**src/rtl/pipeline_pkg.sv**
```systemverilog
// Shared constants for the pipeline result collector: default widths, pipeline depth
// and occupancy counter width.
package pipeline_pkg;

  localparam int DATA_W_DEF   = 32;
  localparam int DEPTH_DEF    = 8;
  localparam int PIPE_DEPTH_C = 3;
  localparam int CNT_W        = $clog2(DEPTH_DEF) + 1;

endpackage

```
**src/rtl/result_fifo_mem.sv**
```systemverilog
// Storage array for the result collector: one synchronous write port and an
// asynchronous read port addressed by the read pointer.
module result_fifo_mem
  import pipeline_pkg::*;
#(
  parameter int DATA_W = DATA_W_DEF,
  parameter int DEPTH  = DEPTH_DEF
) (
  input  logic                     i_clk,
  input  logic                     i_we,
  input  logic [$clog2(DEPTH)-1:0] i_wr_addr,
  input  logic [DATA_W-1:0]        i_wr_data,
  input  logic [$clog2(DEPTH)-1:0] i_rd_addr,
  output logic [DATA_W-1:0]        o_rd_data
);

  logic [DATA_W-1:0] r_mem [DEPTH];

  // Write port; the array holds data only, so it carries no reset.
  always_ff @(posedge i_clk) begin
    if (i_we) begin
      r_mem[i_wr_addr] <= i_wr_data;
    end
  end

  assign o_rd_data = r_mem[i_rd_addr];

endmodule

```
**src/rtl/pipeline_result_collector.sv**
```systemverilog
// Collects results from the global-stall pipeline into a FIFO, drives stall as back-pressure
// and discards in-flight results after a flush. Optional counters: PIPELINE_COLLECTOR_STATS_EN.
module pipeline_result_collector
  import pipeline_pkg::*;
#(
  parameter int DATA_W     = DATA_W_DEF,
  parameter int DEPTH      = DEPTH_DEF,
  parameter int PIPE_DEPTH = PIPE_DEPTH_C
) (
  input  logic                   i_clk,
  input  logic                   i_reset,
  input  logic [DATA_W-1:0]      i_pipe_data,
  input  logic                   i_pipe_valid,
  input  logic                   i_flush,
  output logic                   o_stall,
  output logic [DATA_W-1:0]      o_m_data,
  output logic                   o_m_valid,
  input  logic                   i_m_ready,
  output logic [$clog2(DEPTH):0] o_count,
`ifdef PIPELINE_COLLECTOR_STATS_EN
  output logic [31:0]            o_stat_accepted,
  output logic [15:0]            o_stat_dropped,
  output logic [31:0]            o_stat_stall_cycles,
`endif
  output logic                   o_overflow
);

  localparam int AW   = $clog2(DEPTH);
  localparam int CW   = AW + 1;
  localparam int SKID = PIPE_DEPTH + 1;
  localparam int DRW  = $clog2(PIPE_DEPTH + 1);

  localparam logic [AW-1:0]  PTR_ONE    = AW'(1);
  localparam logic [CW-1:0]  CNT_ONE    = CW'(1);
  localparam logic [CW-1:0]  CNT_ZERO   = CW'(0);
  localparam logic [CW-1:0]  CNT_FULL   = CW'(DEPTH);
  localparam logic [CW-1:0]  STALL_TH   = CW'(DEPTH - SKID);
  localparam logic [DRW-1:0] DRAIN_LOAD = DRW'(PIPE_DEPTH);
  localparam logic [DRW-1:0] DRAIN_ONE  = DRW'(1);
  localparam logic [DRW-1:0] DRAIN_ZERO = DRW'(0);

  logic [AW-1:0]     r_wr_ptr;
  logic [AW-1:0]     r_rd_ptr;
  logic [CW-1:0]     r_count;
  logic              r_stall;
  logic [DRW-1:0]    r_drain_cnt;
  logic              r_overflow;

  logic              w_draining;
  logic              w_push;
  logic              w_pop;
  logic              w_full;
  logic              w_push_ok;
  logic              w_drop;
  logic              w_mem_we;
  logic [CW-1:0]     w_count_next;
  logic [DATA_W-1:0] w_rd_data;

  // Handshake decode and next occupancy; a full FIFO still accepts when it pops in the same cycle.
  always_comb begin
    w_draining   = (r_drain_cnt != DRAIN_ZERO);
    w_push       = i_pipe_valid & ~w_draining;
    w_pop        = o_m_valid & i_m_ready;
    w_full       = (r_count == CNT_FULL);
    w_push_ok    = w_push & (~w_full | w_pop);
    w_drop       = w_push & w_full & ~w_pop;
    w_mem_we     = w_push_ok & ~i_flush & ~i_reset;
    w_count_next = r_count;
    if (w_push_ok && !w_pop) begin
      w_count_next = r_count + CNT_ONE;
    end else if (w_pop && !w_push_ok) begin
      w_count_next = r_count - CNT_ONE;
    end else begin
      w_count_next = r_count;
    end
  end

  // Pointer, occupancy, stall, drain and overflow state.
  always_ff @(posedge i_clk) begin
    if (i_reset) begin
      r_wr_ptr    <= '0;
      r_rd_ptr    <= '0;
      r_count     <= CNT_ZERO;
      r_stall     <= 1'b0;
      r_drain_cnt <= DRAIN_ZERO;
      r_overflow  <= 1'b0;
    end else if (i_flush) begin
      r_wr_ptr    <= '0;
      r_rd_ptr    <= '0;
      r_count     <= CNT_ZERO;
      r_stall     <= 1'b0;
      r_drain_cnt <= DRAIN_LOAD;
    end else begin
      if (w_push_ok) begin
        r_wr_ptr <= r_wr_ptr + PTR_ONE;
      end
      if (w_pop) begin
        r_rd_ptr <= r_rd_ptr + PTR_ONE;
      end
      r_count <= w_count_next;
      r_stall <= (w_count_next >= STALL_TH);
      if (w_draining) begin
        r_drain_cnt <= r_drain_cnt - DRAIN_ONE;
      end
      if (w_drop) begin
        r_overflow <= 1'b1;
      end
    end
  end

  result_fifo_mem #(
    .DATA_W(DATA_W),
    .DEPTH (DEPTH)
  ) u_mem (
    .i_clk    (i_clk),
    .i_we     (w_mem_we),
    .i_wr_addr(r_wr_ptr),
    .i_wr_data(i_pipe_data),
    .i_rd_addr(r_rd_ptr),
    .o_rd_data(w_rd_data)
  );

  assign o_m_data   = w_rd_data;
  assign o_m_valid  = (r_count != CNT_ZERO);
  assign o_count    = r_count;
  assign o_stall    = r_stall;
  assign o_overflow = r_overflow;

`ifdef PIPELINE_COLLECTOR_STATS_EN
  logic [31:0] r_stat_accepted;
  logic [15:0] r_stat_dropped;
  logic [31:0] r_stat_stall_cycles;
  logic        w_drop_evt;

  // Results lost to a full FIFO, a flush, or the post-flush drain window all count as dropped.
  assign w_drop_evt = i_pipe_valid & (w_draining | i_flush | (w_full & ~w_pop));

  // Statistics counters; they wrap and survive flush.
  always_ff @(posedge i_clk) begin
    if (i_reset) begin
      r_stat_accepted     <= 32'd0;
      r_stat_dropped      <= 16'd0;
      r_stat_stall_cycles <= 32'd0;
    end else begin
      if (w_push_ok && !i_flush) begin
        r_stat_accepted <= r_stat_accepted + 32'd1;
      end
      if (w_drop_evt) begin
        r_stat_dropped <= r_stat_dropped + 16'd1;
      end
      if (r_stall) begin
        r_stat_stall_cycles <= r_stat_stall_cycles + 32'd1;
      end
    end
  end

  assign o_stat_accepted     = r_stat_accepted;
  assign o_stat_dropped      = r_stat_dropped;
  assign o_stat_stall_cycles = r_stat_stall_cycles;
`endif

endmodule

```
**config.mk**
```make
export PLATFORM = sky130hd
export DESIGN_NAME = pipeline_result_collector
export DESIGN_NICKNAME = d
export VERILOG_FILES = /design/src/rtl/pipeline_pkg.sv /design/src/rtl/result_fifo_mem.sv /design/src/rtl/pipeline_result_collector.sv
export SDC_FILE = /design/constraint.sdc
export NUM_CORES = 1
export LEC_CHECK = 0
export CAP_MARGIN = 10
export CORE_MARGIN = 2
export CORE_UTILIZATION = 29
export CTS_CLUSTER_DIAMETER = 40
export DETAILED_ROUTE_END_ITERATION = 12
export HOLD_SLACK_MARGIN = 0.02
export PLACE_DENSITY = 0.55
export RECOVER_POWER = 25
export SLEW_MARGIN = 40
export SYNTH_ARGS = -nofsm -noshare
export SYNTH_HDL_FRONTEND = slang
export SYNTH_SLANG_ARGS = --single-unit
```
**constraint.sdc**
```tcl
create_clock -name i_clk -period 8.9 [get_ports i_clk]
set_input_delay 1.335 -clock i_clk [delete_from_list [all_inputs] [get_ports i_clk]]
set_output_delay 1.335 -clock i_clk [all_outputs]
set_load 0.1 [all_outputs]
```
==> metrics.yaml <==
dpl.cell_count: 1012
setup_violations: 0
finClkSkew_ns: 0.01735
min_from: "o_overflow"
synth_fp_nets: 520
hold_violations: 0
fp.dieW_um: 195.4
rr_worst_depth: 7
final_cell_area_um2: 12870
synthMostInstantiatedCell: "edfxtp_1"
seqCellArea_um2: 8036
hold_path_depth: 2
status: "finished, final reports clean"
gp_congestion: 0.7581
synth_cells: 478
drc: 0
synth_area_leader_cell: "edfxtp_1"
cts_setup_buffers: 0
arrival_ns: 2.93
synth_top_area_share_pct: 72.39
coreArea_um2: 36350
netSwitchingPower_uw: 596.1
drt_iter0_drc: 302
ir_drop_uv: 115.1
ys_seq_area_share_pct: 75.60
io_buffers: 75
grt_pass1_wl_mm: 33.30
htreeDepth: 2
synth-simple-area-share_pct: 2.522
met3_length_um: 984
wire_per_inst_um: 20.64
synth_cell_type_count: 38
async_reset_ff_share_pct: 0
pin_count: 76
slew_headroom_pct: 55.49
power_frac_comb_pct: 4.3
start_util_pct: 29.22
syn2layout_area_growth_pct: 21.19
yosys_warnings: 0
start_kind: "flop"
power.density_nw_per_um2: 218.1
hpwl_mm: 12.31
period_minus_slack_ns: 4.261
tns_ns: 0
synthesis.area_um2: 10620
synth_flop_cell: "edfxtp_1"
max_freq_mhz: 234.7
slew_viol_final: 0
synth_xor_area_share_pct: 0.4124
dpl-instance-area_um2: 11790
cp_max_fo: 48
clock_path_buffers: 3
wl_met1_mm: 9.563
hold_path_end: "o_overflow"
grt_max_degree: 49
end_kind: "output port"
rsz0062_at_grt: "no"
numCtsBuffers: 35
synth-seq-cells: 273
multiInputGateArea_um2: 2475
r2r_setup_slack_ns: 6.08
p_int_mw: 2.210
drt-total-wl_mm: 22.19
ant_nets: 0
power.share.clock_pct: 45.4
maxCapViolCount: 0
antenna_found_initial: 3
grt_pass1_vias: 5414
grt_usage_pct: 11.76
worst_pin_slew_ns: 0.6676
drive_gt1_share_pct: 31.35
cts_num_sinks: 273
period_share_pct: 47.88
hold_buffers: 0
sequentialPowerShare_pct: 50.3
leakagePower_nw: 4.072
muxShareOfSynthArea_pct: 18.24
cp_data_required_time_ns: 7.57
firstDrtPassIters: 4
crit_type: "reg -> out"
synth_common_cells: "edfxtp_1 (256), mux4_2 (36), mux2_2 (32), mux4_1 (28), nor2_1 (20)"
grt_overflow: 0
swShare_pct: 21.24
cts_tree: "built"
final_net_count: 623
synth_area_per_cell_um2: 22.22
synth_fa_ha_area_share_pct: 0.6834
synth_top_family_by_area: "multiplexers"
topRoutingLayerUsed: "met5"
row_count: 70
dieArea_um2: 38160
synth-compound-area-share_pct: 0.9544
wl_met2_mm: 11.23
clock_latency_ns: 0.49
die_y_um: 195.4
cts_root_buf: "clkbuf_16"
rr_endpoint: "u_mem.r_mem[1][14]"
fin_cells: 1075
n_fill_cell: 3294
path_clk_slew_ns: 0.05
vias: 4976
yosys-top-cells-area: "edfxtp_1 (72%), mux4_2 (7.6%), mux4_1 (6.9%)"
cts_resized: 0
hp-class: "reg -> reg"
routed_via_density: 4.629
synth_edf_count: 256
-- power groups by stage --
stage               clock network, mW  logic, mW  registers [mW]
floorplan                           0     0.0766            1.44
global placement                    0      0.124            1.44
detailed placement                  0      0.123            1.44
CTS                              1.31      0.124            1.41
global route                     1.36      0.129            1.41
finish                           1.27      0.121            1.41
-- through the flow --
| stage | total power, mW | util [%] | hold slack, ns | worst slack, ns |
|---|---|---|---|---|
| detailed placement | 1.562 | 32.44 | 0.4660 | 4.758 |
| global placement | 1.562 | 32.85 | 0.4629 | 4.211 |
| CTS | 2.844 | 35.40 | 0.4800 | 4.549 |
| global route | 2.899 | 35.40 | 0.5027 | 4.462 |
| finish | 2.806 | 35.40 | 0.4746 | 4.639 |
| floorplan | 1.519 | - | 0.4622 | 3.215 |
-- kinds of logic after synthesis --
group,Yosys count
buffers and inverters,26
muxes,99
DFF,273
adders and majority gates,6
and+or+nand+nor,53
AOI/OAI and AO/OA,16
xor gates and xnor gates,5
-- registers in the layout, summed over array words and instances, names as in the netlist, named ones only --
register     cells
o_count          3
o_overflow       1
o_stall          1
r_drain_cnt      2
r_rd_ptr         3
r_wr_ptr         3
u_mem.r_mem    256
-- cells in the final DEF (no fill, tap or decap), types with 14 or more instances in the layout --
cell	instances
buf_2	39
clkbuf_16	37
clkdlybuf4s50_1	16
dfxtp_1	14
dlygate4sd3_1	20
edfxtp_1	256
mux2_2	32
mux4_1	28
mux4_2	36
nor2_1	16
-- area by class of cell --
type                    count  share of cell area, %
flip-flops and latches    273                  62.45
multi-input cells         179                  19.23
clock buffers              41                  7.312
repair buffers             87                  5.241
well taps                 468                  4.550
clock inverters            21                  1.050
inverters                   5                 0.1458
diodes                      1                0.01945
-- worst max-delay path by stage --
| stage | slack (ns) | from | end |
|---|---|---|---|
| 2_1_floorplan | 3.22 | o_count[0] | u_mem.r_mem[1][0] |
| 3_3_place_gp | 4.21 | flop | o_m_data[13] |
| 3_5_place_dp | 4.76 | i_m_ready | u_mem.r_mem[1][31] |
| 4_1_cts | 4.55 | flop | o_m_data[13] |
| 5_1_grt | 4.46 | flop | o_m_data[13] |
| 6_report | 4.64 | flop | o_m_data[29] |
-- per-layer routing --
layer  global-route usage, %  vias to the layer above
li1                        -                     2219
met2                   20.24                      100
met5                       0                        -
met3                   2.642                       35
met4                   3.506                        2
met1                   14.86                     2620
-- worst max-delay path, stage by stage (launching register included) --
cell and delay, ns:
dfxtp_4 0.55, buf_6 0.58, mux4_1 0.64, mux2_2 0.31, buf_2 0.30
Note: power is estimated with default switching activity, not from simulation.
